<file path="src/rtl/reaction_pkg.sv">
// reaction_pkg: shared status encoding and BCD constants for the reaction-time core.
package reaction_pkg;
   typedef enum logic [2:0] {
      DST_IDLE  = 3'b000,
      DST_READY = 3'b001,
      DST_GO    = 3'b010,
      DST_MISS  = 3'b011,
      DST_HIT   = 3'b110
   } dst_e;
   localparam int          BCD_DIGITS = 6;
   localparam logic [23:0] BCD_MAX    = 24'h999999;
   localparam int          US_PER_MS  = 1000;
endpackage

</file>
<file path="src/rtl/reaction_if.sv">
// reaction_if: button/tick/select inputs and status/result outputs of the reaction core.
interface reaction_if;
   logic        i_btn;
   logic        i_tick_us;
   logic        i_bcdmux;
   logic [2:0]  o_dst;
   logic [23:0] o_bcd;
   logic        o_lit;
   logic        o_miss;
   logic        o_init;
   modport master (output i_btn, i_tick_us, i_bcdmux, input o_dst, o_bcd, o_lit, o_miss, o_init);
   modport slave  (input i_btn, i_tick_us, i_bcdmux, output o_dst, o_bcd, o_lit, o_miss, o_init);
endinterface

</file>
<file path="src/rtl/reaction_bcd_counter.sv">
// bcd_counter: N-digit saturating BCD incrementer with synchronous clear and enable.
import reaction_pkg::*;
module bcd_counter #(
   parameter int N = BCD_DIGITS
) (
   input  logic           i_clk,
   input  logic           i_rst_n,
   input  logic           i_clr,
   input  logic           i_en,
   output logic [4*N-1:0] o_cnt,
   output logic           o_sat
);
   logic [4*N-1:0] r_cnt;
   logic [4*N-1:0] w_nxt;
   logic           w_c;
   always_comb begin
      w_nxt = r_cnt;
      w_c   = i_en & ~o_sat;
      for (int i = 0; i < N; i++) begin
         w_nxt[4*i+:4] = w_c ? ((r_cnt[4*i+:4] == 4'd9) ? 4'd0 : r_cnt[4*i+:4] + 4'd1) : r_cnt[4*i+:4];
         w_c           = w_c & (r_cnt[4*i+:4] == 4'd9);
      end
   end
   always_ff @(posedge i_clk or negedge i_rst_n)
      if (!i_rst_n) r_cnt <= '0;
      else          r_cnt <= i_clr ? '0 : w_nxt;
   assign o_cnt = r_cnt;
   assign o_sat = (r_cnt == {N{4'h9}});
endmodule

</file>
<file path="src/rtl/reaction_core.sv">
// reaction_core: reaction-game FSM, LFSR delay, BCD stopwatch and last/best results.
// Define REACTION_LIVE_TIMER_EN to show the running stopwatch on the "last" line during GO.
import reaction_pkg::*;
module reaction_core #(
   parameter int          DELAY_MIN_MS    = 1000,
   parameter int          DELAY_SPAN_BITS = 11,
   parameter logic [15:0] LFSR_SEED       = 16'hACE1,
   parameter int          SW_DIGITS       = BCD_DIGITS
) (
   input logic       i_clk,
   input logic       i_rst_n,
   reaction_if.slave io
);
   localparam int DW = $clog2(DELAY_MIN_MS + (1 << DELAY_SPAN_BITS));
   dst_e                   r_state;
   logic                   r_btn, r_arm, r_lit, r_miss, r_init;
   logic [23:0]            r_last, r_best;
   logic [15:0]            r_lfsr;
   logic [DW-1:0]          r_delay;
   logic [9:0]             r_pre;
   logic [4*SW_DIGITS-1:0] w_sw;
   logic [23:0]            w_cap;
   logic                   w_sat, w_press, w_expire;
   // r_arm masks the first clock after reset so a button held through release is not a press
   assign w_press  = r_arm & io.i_btn & ~r_btn;
   assign w_expire = io.i_tick_us && (r_pre == 10'(US_PER_MS - 1)) && (r_delay == DW'(1));
   assign w_cap    = 24'(w_sw);
   bcd_counter #(.N(SW_DIGITS)) u_sw (
      .i_clk   (i_clk),
      .i_rst_n (i_rst_n),
      .i_clr   (r_state == DST_READY && w_expire),
      .i_en    (r_state == DST_GO && io.i_tick_us),
      .o_cnt   (w_sw),
      .o_sat   (w_sat)
   );
   always_ff @(posedge i_clk or negedge i_rst_n) begin
      if (!i_rst_n) begin
         r_state <= DST_IDLE;
         r_btn   <= 1'b0;
         r_arm   <= 1'b0;
         r_lit   <= 1'b0;
         r_miss  <= 1'b0;
         r_init  <= 1'b1;
         r_last  <= '0;
         r_best  <= '0;
         r_lfsr  <= LFSR_SEED;
         r_delay <= '0;
         r_pre   <= '0;
      end else begin
         r_btn  <= io.i_btn;
         r_arm  <= 1'b1;
         r_lfsr <= {1'b0, r_lfsr[15:1]} ^ (r_lfsr[0] ? 16'hB400 : 16'h0000);
         if (r_state == DST_READY && io.i_tick_us) begin
            r_pre <= (r_pre == 10'(US_PER_MS - 1)) ? 10'd0 : r_pre + 10'd1;
            if (r_pre == 10'(US_PER_MS - 1)) r_delay <= r_delay - DW'(1);
         end
         case (r_state)
            DST_IDLE, DST_HIT, DST_MISS:
               if (w_press) begin
                  r_state <= DST_READY;
                  r_miss  <= 1'b0;
                  r_pre   <= '0;
                  r_delay <= DW'(DELAY_MIN_MS) + DW'(r_lfsr[DELAY_SPAN_BITS-1:0]);
               end
            DST_READY:
               if (w_press) begin
                  r_state <= DST_MISS;
                  r_miss  <= 1'b1;
               end else if (w_expire) begin
                  r_state <= DST_GO;
                  r_lit   <= 1'b1;
               end
            DST_GO:
               // the capture is the pre-tick count, so press beats a same-cycle timeout
               if (w_press) begin
                  r_state <= DST_HIT;
                  r_lit   <= 1'b0;
                  r_last  <= w_cap;
                  r_init  <= 1'b0;
                  if (r_init || w_cap < r_best) r_best <= w_cap;
               end else if (w_sat && io.i_tick_us) begin
                  r_state <= DST_MISS;
                  r_lit   <= 1'b0;
                  r_miss  <= 1'b1;
               end
            default: r_state <= DST_IDLE;
         endcase
      end
   end
   assign io.o_dst  = r_state;
   assign io.o_lit  = r_lit;
   assign io.o_miss = r_miss;
   assign io.o_init = r_init;
`ifdef REACTION_LIVE_TIMER_EN
   assign io.o_bcd = io.i_bcdmux ? r_best : (r_state == DST_GO) ? w_cap : r_last;
`else
   assign io.o_bcd = io.i_bcdmux ? r_best : r_last;
`endif
endmodule
</file>
<file path="src/flat_wrapper.sv">
// flat-port wrapper written by rule: the top's interface ports become plain ports
module reaction_core_flat 
#(
   parameter int          DELAY_MIN_MS    = 1000,
   parameter int          DELAY_SPAN_BITS = 11,
   parameter logic [15:0] LFSR_SEED       = 16'hACE1,
   parameter int          SW_DIGITS       = BCD_DIGITS
)
  (i_clk, i_rst_n, io_i_btn, io_i_tick_us, io_i_bcdmux, io_o_dst, io_o_bcd, io_o_lit, io_o_miss, io_o_init);
  reaction_if io_i ();
  input logic i_clk;
  input logic i_rst_n;
  input wire logic [$bits(io_i.i_btn)-1:0] io_i_btn;
  input wire logic [$bits(io_i.i_tick_us)-1:0] io_i_tick_us;
  input wire logic [$bits(io_i.i_bcdmux)-1:0] io_i_bcdmux;
  output wire logic [$bits(io_i.o_dst)-1:0] io_o_dst;
  output wire logic [$bits(io_i.o_bcd)-1:0] io_o_bcd;
  output wire logic [$bits(io_i.o_lit)-1:0] io_o_lit;
  output wire logic [$bits(io_i.o_miss)-1:0] io_o_miss;
  output wire logic [$bits(io_i.o_init)-1:0] io_o_init;
  assign io_i.i_btn = io_i_btn;
  assign io_i.i_tick_us = io_i_tick_us;
  assign io_i.i_bcdmux = io_i_bcdmux;
  assign io_o_dst = io_i.o_dst;
  assign io_o_bcd = io_i.o_bcd;
  assign io_o_lit = io_i.o_lit;
  assign io_o_miss = io_i.o_miss;
  assign io_o_init = io_i.o_init;
  reaction_core #(.DELAY_MIN_MS(DELAY_MIN_MS), .DELAY_SPAN_BITS(DELAY_SPAN_BITS), .LFSR_SEED(LFSR_SEED), .SW_DIGITS(SW_DIGITS)) u_core (.i_clk(i_clk), .i_rst_n(i_rst_n), .io(io_i));
endmodule
</file>
<file path="config.mk">
export PLATFORM = sky130hd
export DESIGN_NAME = reaction_core_flat
export DESIGN_NICKNAME = d
export VERILOG_FILES = /design/src/rtl/reaction_pkg.sv /design/src/rtl/reaction_if.sv /design/src/rtl/reaction_bcd_counter.sv /design/src/rtl/reaction_core.sv /design/src/flat_wrapper.sv
export SDC_FILE = /design/constraint.sdc
export NUM_CORES = 1
export LEC_CHECK = 0
export CAP_MARGIN = 25
export CORE_UTILIZATION = 26
export CTS_CLUSTER_SIZE = 28
export DETAILED_ROUTE_END_ITERATION = 7
export PLACE_DENSITY_LB_ADDON = 0.2
export SETUP_SLACK_MARGIN = 0.3
export SLEW_MARGIN = 30
export SYNTH_ARGS = -nofsm -noshare
export SYNTH_HDL_FRONTEND = slang
export SYNTH_SLANG_ARGS = --single-unit
</file>
<file path="constraint.sdc">
create_clock -name i_clk -period 5.02 [get_ports i_clk]
set_input_delay 0.502 -clock i_clk [delete_from_list [all_inputs] [get_ports i_clk]]
set_output_delay 0.502 -clock i_clk [all_outputs]
set_load 0.01 [all_outputs]
</file>
==> reports/metrics.csv, run 1 <==
stage,metric,value,unit
finish,drive_above_1_share,17.1,%
worst_setup_path,r2r_end,u_core.r_best[3],
sta,tightest_slew,892,ps
synthesis,synth_edf_count,0,
detailed_routing,vias,4204,
synthesis,synth_area,6030,um^2
detailed_routing,drc,0,
global_route,grt_pass1_vias,4357,
placement,post_dp_cell_area,6690,um^2
finish,design_area,7320,um^2
detailed_routing,viasPerCell,4.61,
sta,setup_violations,0,
global_route,grt_first_pass_wirelength,22200,um
synthesis,yosys_warnings,0,
power_and_ir_drop,p_leak,3.23,nW
clock_network,cts-root-buf,clkbuf_16,
finish,area_growth,21.4,%
detailed_routing,drt-initial-drc-count,128,
synthesis,synth.avg_cell_area,10.4,um^2
worst_setup_path,reg2reg_depth,8,
synthesis,synth_top_flop_cell,dfrtp_1,
sta,finClkSkew,7.38,ps
outcome,outcome,finished clean,
worst_setup_path,critPathRequiredTime,5320,ps
clock_network,worstSkewPairLatency,420,ps
worst_setup_path,crit_type,flip-flop to flip-flop,
clock_network,cts_max_path_buffers,2,
worst_setup_path,endpoint_kind,flip-flop,
placement,portBuffers,34,
finish,diodes,0,
floorplan,dieArea,23800,um^2
worst_setup_path,worst-path-max-fanout,24,
sta,drv_slew,0,
power_and_ir_drop,fin_total_pwr,0.00325,W
floorplan,die_width,154,um
power_and_ir_drop,ir_drop,0.214,mV
worst_setup_path,reg2reg_from,u_core.u_sw.o_cnt[23],
synthesis,postSynth.asyncResetShare,100,%
synthesis,syn-num-nets,609,
detailed_routing,first_pass_iters,4,
global_route,grt_usage,12.0,%
clock_network,post_cts.repair.setup_buffers,0,
detailed_routing,drt-total-wl,12900,um
floorplan,ios,35,
sta,grt_setup_unrepaired,no,
clock_network,cts_resized,0,
worst_setup_path,ff2ff_setup_slack,1760,ps
floorplan,core_area,22700,um^2
sta,fmax,0.307,GHz
power_and_ir_drop,p_per_area,444,nW/um^2
detailed_routing,post_drt_wl_per_cell,14.2,um
floorplan,initial_core_util,26.6,%
worst_setup_path,start_kind,flip-flop,
worst_setup_path,cp.arrival,3560,ps
synthesis,yosysSeqAreaShare,49.2,%
clock_network,clkSinkCount,118,
run,maxCapViolCount,0,
sta,hold_viol_final,0,
placement,hpwl,8840,um
hold_path,holdCritPathClass,input pin to asynchronous set/reset pin,
synthesis,ys_types,52,
global_route,overflow,0,
clock_network,hold_buffers,0,
clock_network,clkTransAtPathRegs,60,ps
floorplan,die_y,154,um
clock_network,cts.htree.levels,4,
sta,finalCritPeriodShare,64.9,%
synthesis,syn_inst,577,
placement,place.gp.congestion,0.766,
sta,relSlewSlack,40.0,%
global_route,antenna_found_initial,0,
clock_network,cts_inserted_buffers,17,
sta,fin_setup_tns,0,ps
clock_network,cts_tree,built,
finish,nets,645,
global_route,grt_start_max_net_pins,76,
sta,layout_min_cycle_time,3260,ps
floorplan,core.rowCount,55,
detailed_routing,ant_nets,0,
synthesis,synth-seq-cells,118,
routing by layer:
| layer | vias to the layer above | global-route usage (%) | part of all wire [%] |
|---|---|---|---|
| met2 | 54 | 19.2 | 47 |
| met5 | - | 0 | 0 |
| met1 | 2071 | 15.4 | 49 |
| li1 | 2056 | - | - |
| met3 | 23 | 2.66 | 2.8 |
| met4 | 0 | 5.47 | 2.0 |
sequential cells by signal, indices dropped and copies added (netlist names):
signal / count
u_core.r_best: 24
u_core.r_last: 24
u_core.u_sw.o_cnt: 24
u_core.r_lfsr: 16
u_core.r_delay: 12
u_core.r_pre: 10
u_core.io.o_dst: 3
u_core.io.o_init: 1
u_core.io.o_lit: 1
u_core.io.o_miss: 1
u_core.r_arm: 1
u_core.r_btn: 1
critical path, stage by stage, from the launching register on:
cell	delay [ps]
dfrtp_1	460
ha_1	330
nand4_1	170
nor4_1	820
a221oi_1	250
a31oi_1	380
a311oi_4	70
buf_4	320
mux2_2	320
cell usage after synthesis, drive strengths merged, types with 5 or more instances:
master  count  area [um^2]
nand4       6         37.5
nor3        7         35.0
mux2       53          597
inv        37          139
nor2       56          210
ha         27          338
clkbuf     19         72.6
nand2      51          191
dfrtp     109         2730
xnor2      21          184
mux2i      16          160
nand3       8         40.0
dfstp       9          236
xor2       19          166
nand2b      5         31.3
nor2b      11         68.8
a21oi      31          155
o21ai      34          170
how the worst max path moves through the flow:
stage	start	to	slack, ps	cells after the start
final	u_core.u_sw.o_cnt[23]	u_core.r_best[3]	1760	8
after CTS	io_i_tick_us	u_core.io.o_dst[1]	1470	7
after floorplan	io_i_btn	u_core.r_best[11]	2220	8
after global routing	io_i_tick_us	u_core.io.o_dst[1]	1450	7
after global placement	io_i_tick_us	u_core.io.o_dst[1]	1230	7
after detailed placement	io_i_tick_us	u_core.io.o_dst[1]	1080	7
where the power goes:
part	internal, W	switching (W)	total, W
Clock	0.000797	0.000455	0.00125
Sequential	0.00111	0.000152	0.00126
Combinational	0.000354	0.000388	0.000742
cells in the final DEF (no fill, tap or decap), types with 11 or more instances in the layout:
| master | instances |
|---|---|
| clkbuf_16 | 17 |
| inv_1 | 37 |
| mux2i_1 | 16 |
| nor2b_1 | 11 |
| o21ai_0 | 33 |
| clkdlybuf4s50_1 | 33 |
| xnor2_1 | 21 |
| nand2_1 | 51 |
| xor2_1 | 19 |
| dfrtp_1 | 109 |
| mux2_2 | 53 |
| a21oi_1 | 31 |
| nor2_1 | 55 |
| ha_1 | 27 |
final cells by class:
| class | count | area (um^2) |
|---|---|---|
| sequential | 118 | 2960 |
| multi-input combinational | 400 | 2870 |
| timing repair buffer | 39 | 379 |
| inverter | 37 | 139 |
| clock inverter | 14 | 178 |
| clock buffer | 18 | 439 |
| tap | 285 | 357 |
| fill | 2337 | 15400 |
kinds of logic (layout without fill, tap and decap cells):
family,after synthesis,count (layout),share of synthesized area (%)
buffers and inverters,59,108,3.76
other,1,1,0.0622
xor gates and xnor gates,40,40,5.81
and+or+nand+nor,182,182,15.6
adders and majority gates,27,27,5.60
DFF,118,118,49.2
muxes,69,69,12.6
AOI/OAI and AO/OA,81,81,7.49
through the flow:
step	hold WS, ps	utilization, %	setup slack [ps]	cells
2_1_floorplan	206	-	2220	577
3_3_place_gp	335	29.5	1230	879
3_5_place_dp	343	29.5	1080	879
4_1_cts	276	32.2	1470	911
5_1_grt	160	32.2	1450	911
6_report	108	32.2	1760	911
(Power assumes the default switching activity.)
==> run 2: changes to the inputs <==
- clock period: 5.02 -> 2.7 ns (I/O delays scaled with it)
==> reports/metrics.csv, run 2 (synthesis gave the netlist of run 1 again) <==
stage,metric,value,unit,change
power_and_ir_drop,pwr-share-clk,35.7,%,-2.8 points
sta,finClkSkew,15.2,ps,+7.82 ps
worst_setup_path,crit_type,flip-flop to flip-flop,,
worst_setup_path,cp.arrival,2780,ps,-780 ps
finish,area_growth,35.5,%,
run,maxCapViolCount,0,,unchanged
sta,fin_setup_tns,0,ps,unchanged
placement,place.gp.congestion,0.797,,+4.1%
floorplan,ios,35,,unchanged
outcome,outcome,finished clean,,
detailed_routing,vias,4406,,+4.8%
detailed_routing,drc,0,,unchanged
hold_path,holdCritPathClass,flip-flop to flip-flop,,
detailed_routing,first_pass_iters,4,,unchanged
global_route,overflow,0,,unchanged
sta,drv_slew,0,,unchanged
detailed_routing,drt-initial-drc-count,207,,+62%
global_route,grt_usage,12.9,%,+0.98 points
power_and_ir_drop,seq_power_share,34.6,%,-4.1 points
sta,finalCritPeriodShare,91.8,%,+27 points
power_and_ir_drop,p_sw,0.00202,W,+100%
global_route,grt_start_max_net_pins,48,,-37%
placement,dp_slack,62.3,ps,-1020 ps
floorplan,core.rowCount,55,,unchanged
placement,portBuffers,34,,unchanged
detailed_routing,ant_nets,0,,unchanged
finish,layout_common_cells,"dfrtp_1 (101), nor2_1 (54), nand2_1 (50), buf_4 (44), mux2_2 (39)",,
floorplan,core_area,22700,um^2,unchanged
power_and_ir_drop,comb_power_share,29.7,%,+6.9 points
power_and_ir_drop,fin_total_pwr,0.00657,W,+100%
detailed_routing,drt-total-wl,14200,um,+9.6%
power_and_ir_drop,p_per_area,805,nW/um^2,+81%
finish,nets,703,,+9.0%
sta,layout_min_cycle_time,2480,ps,-780 ps
clock_network,cts.htree.levels,4,,unchanged
detailed_routing,viasPerCell,4.55,,-1.5%
power_and_ir_drop,switching_share,30.7,%,+0.17 points
floorplan,dieArea,23800,um^2,unchanged
floorplan,die_width,154,um,unchanged
hold_path,worstHoldStart,u_core.r_lfsr[12],,
clock_network,cts_inserted_buffers,17,,unchanged
sta,relSlewSlack,59.1,%,+19 points
placement,hpwl,9290,um,+5.1%
worst_setup_path,worst-path-max-fanout,8,,-67%
worst_setup_path,reg2reg_from,u_core.u_sw.o_cnt[2],,
finish,design_area,8170,um^2,+12%
finish,drive_above_1_share,29.8,%,+13 points
global_route,grt_first_pass_wirelength,24000,um,+8.4%
worst_setup_path,endpoint_kind,flip-flop,,
finish,diodes,0,,unchanged
power_and_ir_drop,ir_drop,0.438,mV,+100%
sta,setup_ws,223,ps,-1540 ps
sta,tightest_slew,614,ps,-278 ps
placement,post_dp_cell_area,6990,um^2,+4.4%
clock_network,cts_tree,built,,
power_and_ir_drop,internal_power,0.00455,W,+100%
clock_network,cts_max_path_buffers,2,,unchanged
worst_setup_path,start_kind,flip-flop,,
clock_network,clkSinkCount,118,,unchanged
clock_network,clkTransAtPathRegs,60,ps,about the same
sta,setup_violations,0,,unchanged
floorplan,die_y,154,um,unchanged
power_and_ir_drop,p_leak,3.60,nW,+11%
sta,fmax,0.404,GHz,+31%
worst_setup_path,critPathRequiredTime,3000,ps,-2320 ps
global_route,antenna_found_initial,0,,unchanged
sta,grt_setup_unrepaired,yes,,
clock_network,cts-root-buf,clkbuf_16,,
worst_setup_path,cp-startpoint,u_core.u_sw.o_cnt[2],,
sta,hold_viol_final,0,,unchanged
detailed_routing,post_drt_wl_per_cell,14.6,um,+3.0%
clock_network,worstSkewPairLatency,420,ps,about the same
floorplan,initial_core_util,26.6,%,unchanged
finish,final_common_cell,dfrtp_1,,
global_route,grt_pass1_vias,4634,,+6.4%
-- run 2: cell count changes in the layout (fill, tap and decap cells not counted), moves of 12 or more --
cell,previous run,this run
buf_4,5,44
buf_6,1,13
mux2_2,53,39
mux2_4,0,14
-- run 2: cell type report --
| type | instances | area [um^2] |
|---|---|---|
| sequential | 118 | 2970 |
| clock inverter | 14 | 175 |
| timing repair buffer | 97 | 940 |
| tap | 285 | 357 |
| inverter | 37 | 139 |
| multi-input combinational | 400 | 3150 |
| fill | 2272 | 14500 |
| clock buffer | 18 | 439 |
-- run 2: repair_timing --
| action | in CTS | in global routing |
|---|---|---|
| setup buffers | 20 | 7 |
| hold buffers | 1 | 0 |
| cloned | 1 | 0 |
| endpoints found under the hold margin | 42 | 0 |
| pin swaps | 12 | 9 |
| gates resized for setup | 50 | 24 |
| setup endpoints to repair | 32 | 46 |
-- run 2: path summary, 6_finish.rpt --
check / to / slack, ps / cells past startpoint
min reg2reg: u_core.r_lfsr[11] / 360 / 0
min: u_core.r_lfsr[11] / 360 / 0
min in group asynchronous: u_core.r_pre[8] / 420 / 2
max: u_core.r_best[11] / 220 / 9
max in group asynchronous: u_core.r_lfsr[0] / 1430 / 3
max reg2reg: u_core.r_best[11] / 220 / 9
-- run 2: layer usage --
metal  track usage [%]  vias to the layer above  wire [um]  part of all wire (%)
li1                  -                     2187          -                     -
met1              16.7                     2154       7050                    50
met2              21.3                       47       6620                    47
met3              2.52                       18        276                   1.9
met4              5.19                        0        229                   1.6
met5                 0                        -          0                     0
-- run 2: per-stage QoR --
step,cells,hold slack (ps),util [%]
after global placement,908,328,30.8
final,969,359,36.0
after CTS,962,366,35.3
after floorplan,577,-25.6,-
after global routing,969,378,36.0
after detailed placement,908,328,30.8
-- run 2: critical path, stage by stage (launching register included) --
cell	delay, ps
dfrtp_2	440
ha_4	270
a211o_1	120
a31oi_1	40
or4_1	460
o211ai_1	230
a311oi_4	190
buf_4	180
buf_12	140
mux2_4	300
-- run 2: power groups by stage --
stage | logic (W) | clock network [W] | registers [W]
4_1_cts | 0.00190 | 0.00239 | 0.00227
5_1_grt | 0.00217 | 0.00248 | 0.00232
2_1_floorplan | 0.000933 | 0 | 0.00228
6_report | 0.00195 | 0.00234 | 0.00228
3_3_place_gp | 0.00157 | 0 | 0.00229
3_5_place_dp | 0.00159 | 0 | 0.00229
==> run 3: changes to the inputs <==
- CORE_UTILIZATION: 26 -> 45
==> reports/metrics.csv, run 3 (synthesis gave the netlist of run 1 again) <==
stage,metric,value,unit,change
finish,n_fill_cell,1012,,-55%
floorplan,die_y,118,um,-24%
placement,place_inst,792,,-13%
worst_setup_path,reg2reg_from,u_core.u_sw.o_cnt[8],,
global_route,grt_first_pass_wirelength,21900,um,-8.8%
finish,area_growth,30.7,%,
clock_network,cts_max_path_buffers,2,,unchanged
placement,place.gp.congestion,0.800,,+0.39%
clock_network,clkSinkCount,118,,unchanged
floorplan,core_area,12800,um^2,-44%
finish,nets,694,,-1.3%
clock_network,clkTransAtPathRegs,50,ps,about the same
clock_network,cts_inserted_buffers,17,,unchanged
worst_setup_path,critPathRequiredTime,3000,ps,about the same
placement,portBuffers,34,,unchanged
worst_setup_path,worst-path-max-fanout,5,,-3
power_and_ir_drop,p_leak,3.53,nW,-1.8%
global_route,busiest_layer,met2,,
sta,finClkSkew,8.25,ps,-6.96 ps
finish,final_common_cell,dfrtp_1,,
global_route,met1_usage,26.1,%,+9.4 points
worst_setup_path,worst-path-buf-inv,3,,+1
worst_setup_path,path_cells,buf_4 > ha_1 > a21oi_2 > o21ai_2 > a221oi_2 > a31oi_2 > a311oi_4 > buf_6 > buf_12 > mux2_2,,
global_route,globalRouteMet3Util,5.67,%,+3.1 points
clock_network,cts.htree.levels,4,,unchanged
global_route,grt_pass1_vias,4548,,-1.9%
power_and_ir_drop,internal_power,0.00440,W,-3.3%
sta,grt_setup_unrepaired,yes,,
sta,relSlewSlack,55.9,%,-3.2 points
detailed_routing,post_drt_wl_per_cell,15.2,um,+3.6%
clock_network,cts-root-buf,clkbuf_16,,
worst_setup_path,reg2reg_depth,10,,+1
global_route,grt_start_max_net_pins,49,,+2.1%
sta,fmax,0.400,GHz,-0.81%
worst_setup_path,critical_path.top_delay_family,compound AO/OA/AOI/OAI gates,,
outcome,outcome,finished clean,,
sta,finalCritPeriodShare,92.5,%,+0.75 points
floorplan,core.rowCount,41,,-25%
sta,layout_min_cycle_time,2500,ps,+20.2 ps
finish,layout_common_cells,"dfrtp_1 (104), nor2_1 (55), nand2_1 (51), mux2_2 (44), buf_4 (44)",,
power_and_ir_drop,comb_power_share,27.4,%,-2.3 points
worst_setup_path,cp_slowest_cell,dfrtp_1,,
sta,setup_violations,0,,unchanged
finish,utilization,61.5,%,+25 points
worst_setup_path,cp.arrival,2800,ps,+20 ps
worst_setup_path,cpPeakStageDelay,380,ps,-80 ps
global_route,overflow,0,,unchanged
floorplan,ios,35,,unchanged
power_and_ir_drop,pwr-share-clk,36.2,%,+0.5 points
power_and_ir_drop,p_per_area,802,nW/um^2,-0.34%
detailed_routing,drt-initial-drc-count,202,,-2.4%
detailed_routing,drc,0,,unchanged
detailed_routing,vias,4451,,+1.0%
global_route,grt_usage,20.0,%,+7.1 points
detailed_routing,first_pass_iters,4,,unchanged
worst_setup_path,crit_type,flip-flop to flip-flop,,
finish,diodes,0,,unchanged
global_route,use_met2,31.8,%,+11 points
worst_setup_path,start_kind,flip-flop,,
run,maxCapViolCount,0,,unchanged
worst_setup_path,ff2ff_setup_slack,200,ps,-20 ps
worst_setup_path,r2r_end,u_core.r_best[8],,
sta,fin_setup_tns,0,ps,unchanged
power_and_ir_drop,p_sw,0.00192,W,-5.1%
floorplan,initial_core_util,47.0,%,+20 points
sta,hold_viol_final,0,,unchanged
worst_setup_path,endpoint_kind,flip-flop,,
detailed_routing,ant_nets,0,,unchanged
detailed_routing,viasPerCell,5.26,,+16%
placement,dp_slack,70.8,ps,+8.46 ps
placement,hpwl,8240,um,-11%
clock_network,worstSkewPairLatency,420,ps,about the same
hold_path,holdCritPathClass,input pin to asynchronous set/reset pin,,
finish,drive_above_1_share,27.9,%,-2.0 points
power_and_ir_drop,switching_share,30.3,%,-0.41 points
power_and_ir_drop,seq_power_share,36.3,%,+1.7 points
floorplan,die_width,118,um,-24%
global_route,antenna_found_initial,0,,unchanged
finish,final_cells,847,,-13%
detailed_routing,drt-total-wl,12800,um,-9.4%
sta,drv_slew,0,,unchanged
clock_network,cts_tree,built,,
sta,setup_ws,202,ps,-20.2 ps
power_and_ir_drop,ir_drop,0.496,mV,+13%
sta,tightest_slew,657,ps,+43.3 ps
floorplan,dieArea,13900,um^2,-42%
-- run 3: repair_timing --
action                     in CTS  in global routing
setup endpoints to repair      31                 44
buffers inserted               11                  9
pin swaps                       7                  6
gates resized for setup        29                 18
hold buffers                    1                  0
gates cloned                    2                  0
hold endpoints to repair       33                  0
-- run 3: cell type report --
class,instances,area [um^2],share of cell area [%]
Tap cell,172,215,2.73
Inverter,37,139,1.76
Timing Repair Buffer,88,860,10.9
Multi-Input combinational cell,400,3090,39.2
Clock inverter,15,181,2.30
Sequential cell,118,2970,37.7
Clock buffer,17,425,5.40
-- run 3: worst max path at each step --
stage | from | endpoint | slack [ps] | cells past startpoint
finish | u_core.u_sw.o_cnt[8] | u_core.r_best[8] | 200 | 10
global route | u_core.u_sw.o_cnt[8] | u_core.r_best[7] | 110 | 10
CTS | u_core.u_sw.o_cnt[2] | u_core.u_sw.o_cnt[20] | 230 | 6
global placement | io_i_btn | u_core.r_best[4] | 90 | 7
floorplan | u_core.u_sw.o_cnt[9] | u_core.u_sw.o_cnt[20] | 110 | 8
detailed placement | io_i_btn | u_core.r_best[23] | 70 | 7
-- run 3: worst register-to-register path, stage by stage (launching register included) --
cell and delay [ps]:
dfrtp_1 380, buf_4 150, ha_1 230, a21oi_2 170, o21ai_2 90, a221oi_2 260
a31oi_2 150, a311oi_4 310, buf_6 190, buf_12 130, mux2_2 330
-- run 3: per-layer routing --
metal | wire length, um | share of wire [%]
met1 | 6110 | 48
met5 | 0 | 0
met3 | 367 | 2.9
met4 | 168 | 1.3
met2 | 6190 | 48
-- run 3: power by group through the flow --
stage	Combinational, W	Clock [W]	Sequential (W)
final	0.00173	0.00229	0.00230
after global routing	0.00192	0.00243	0.00233
after CTS	0.00172	0.00233	0.00228
after detailed placement	0.00152	0	0.00230
after global placement	0.00150	0	0.00228
after floorplan	0.000933	0	0.00228
-- run 3: stage by stage --
stage / power, W / instance area, um^2 / hold slack, ps
after global placement: 0.00378 / 6840 / 133
after floorplan: 0.00321 / 6070 / -25.6
final: 0.00632 / 7880 / 247
after CTS: 0.00633 / 7710 / 247
after detailed placement: 0.00383 / 6840 / 134
after global routing: 0.00668 / 7880 / 256
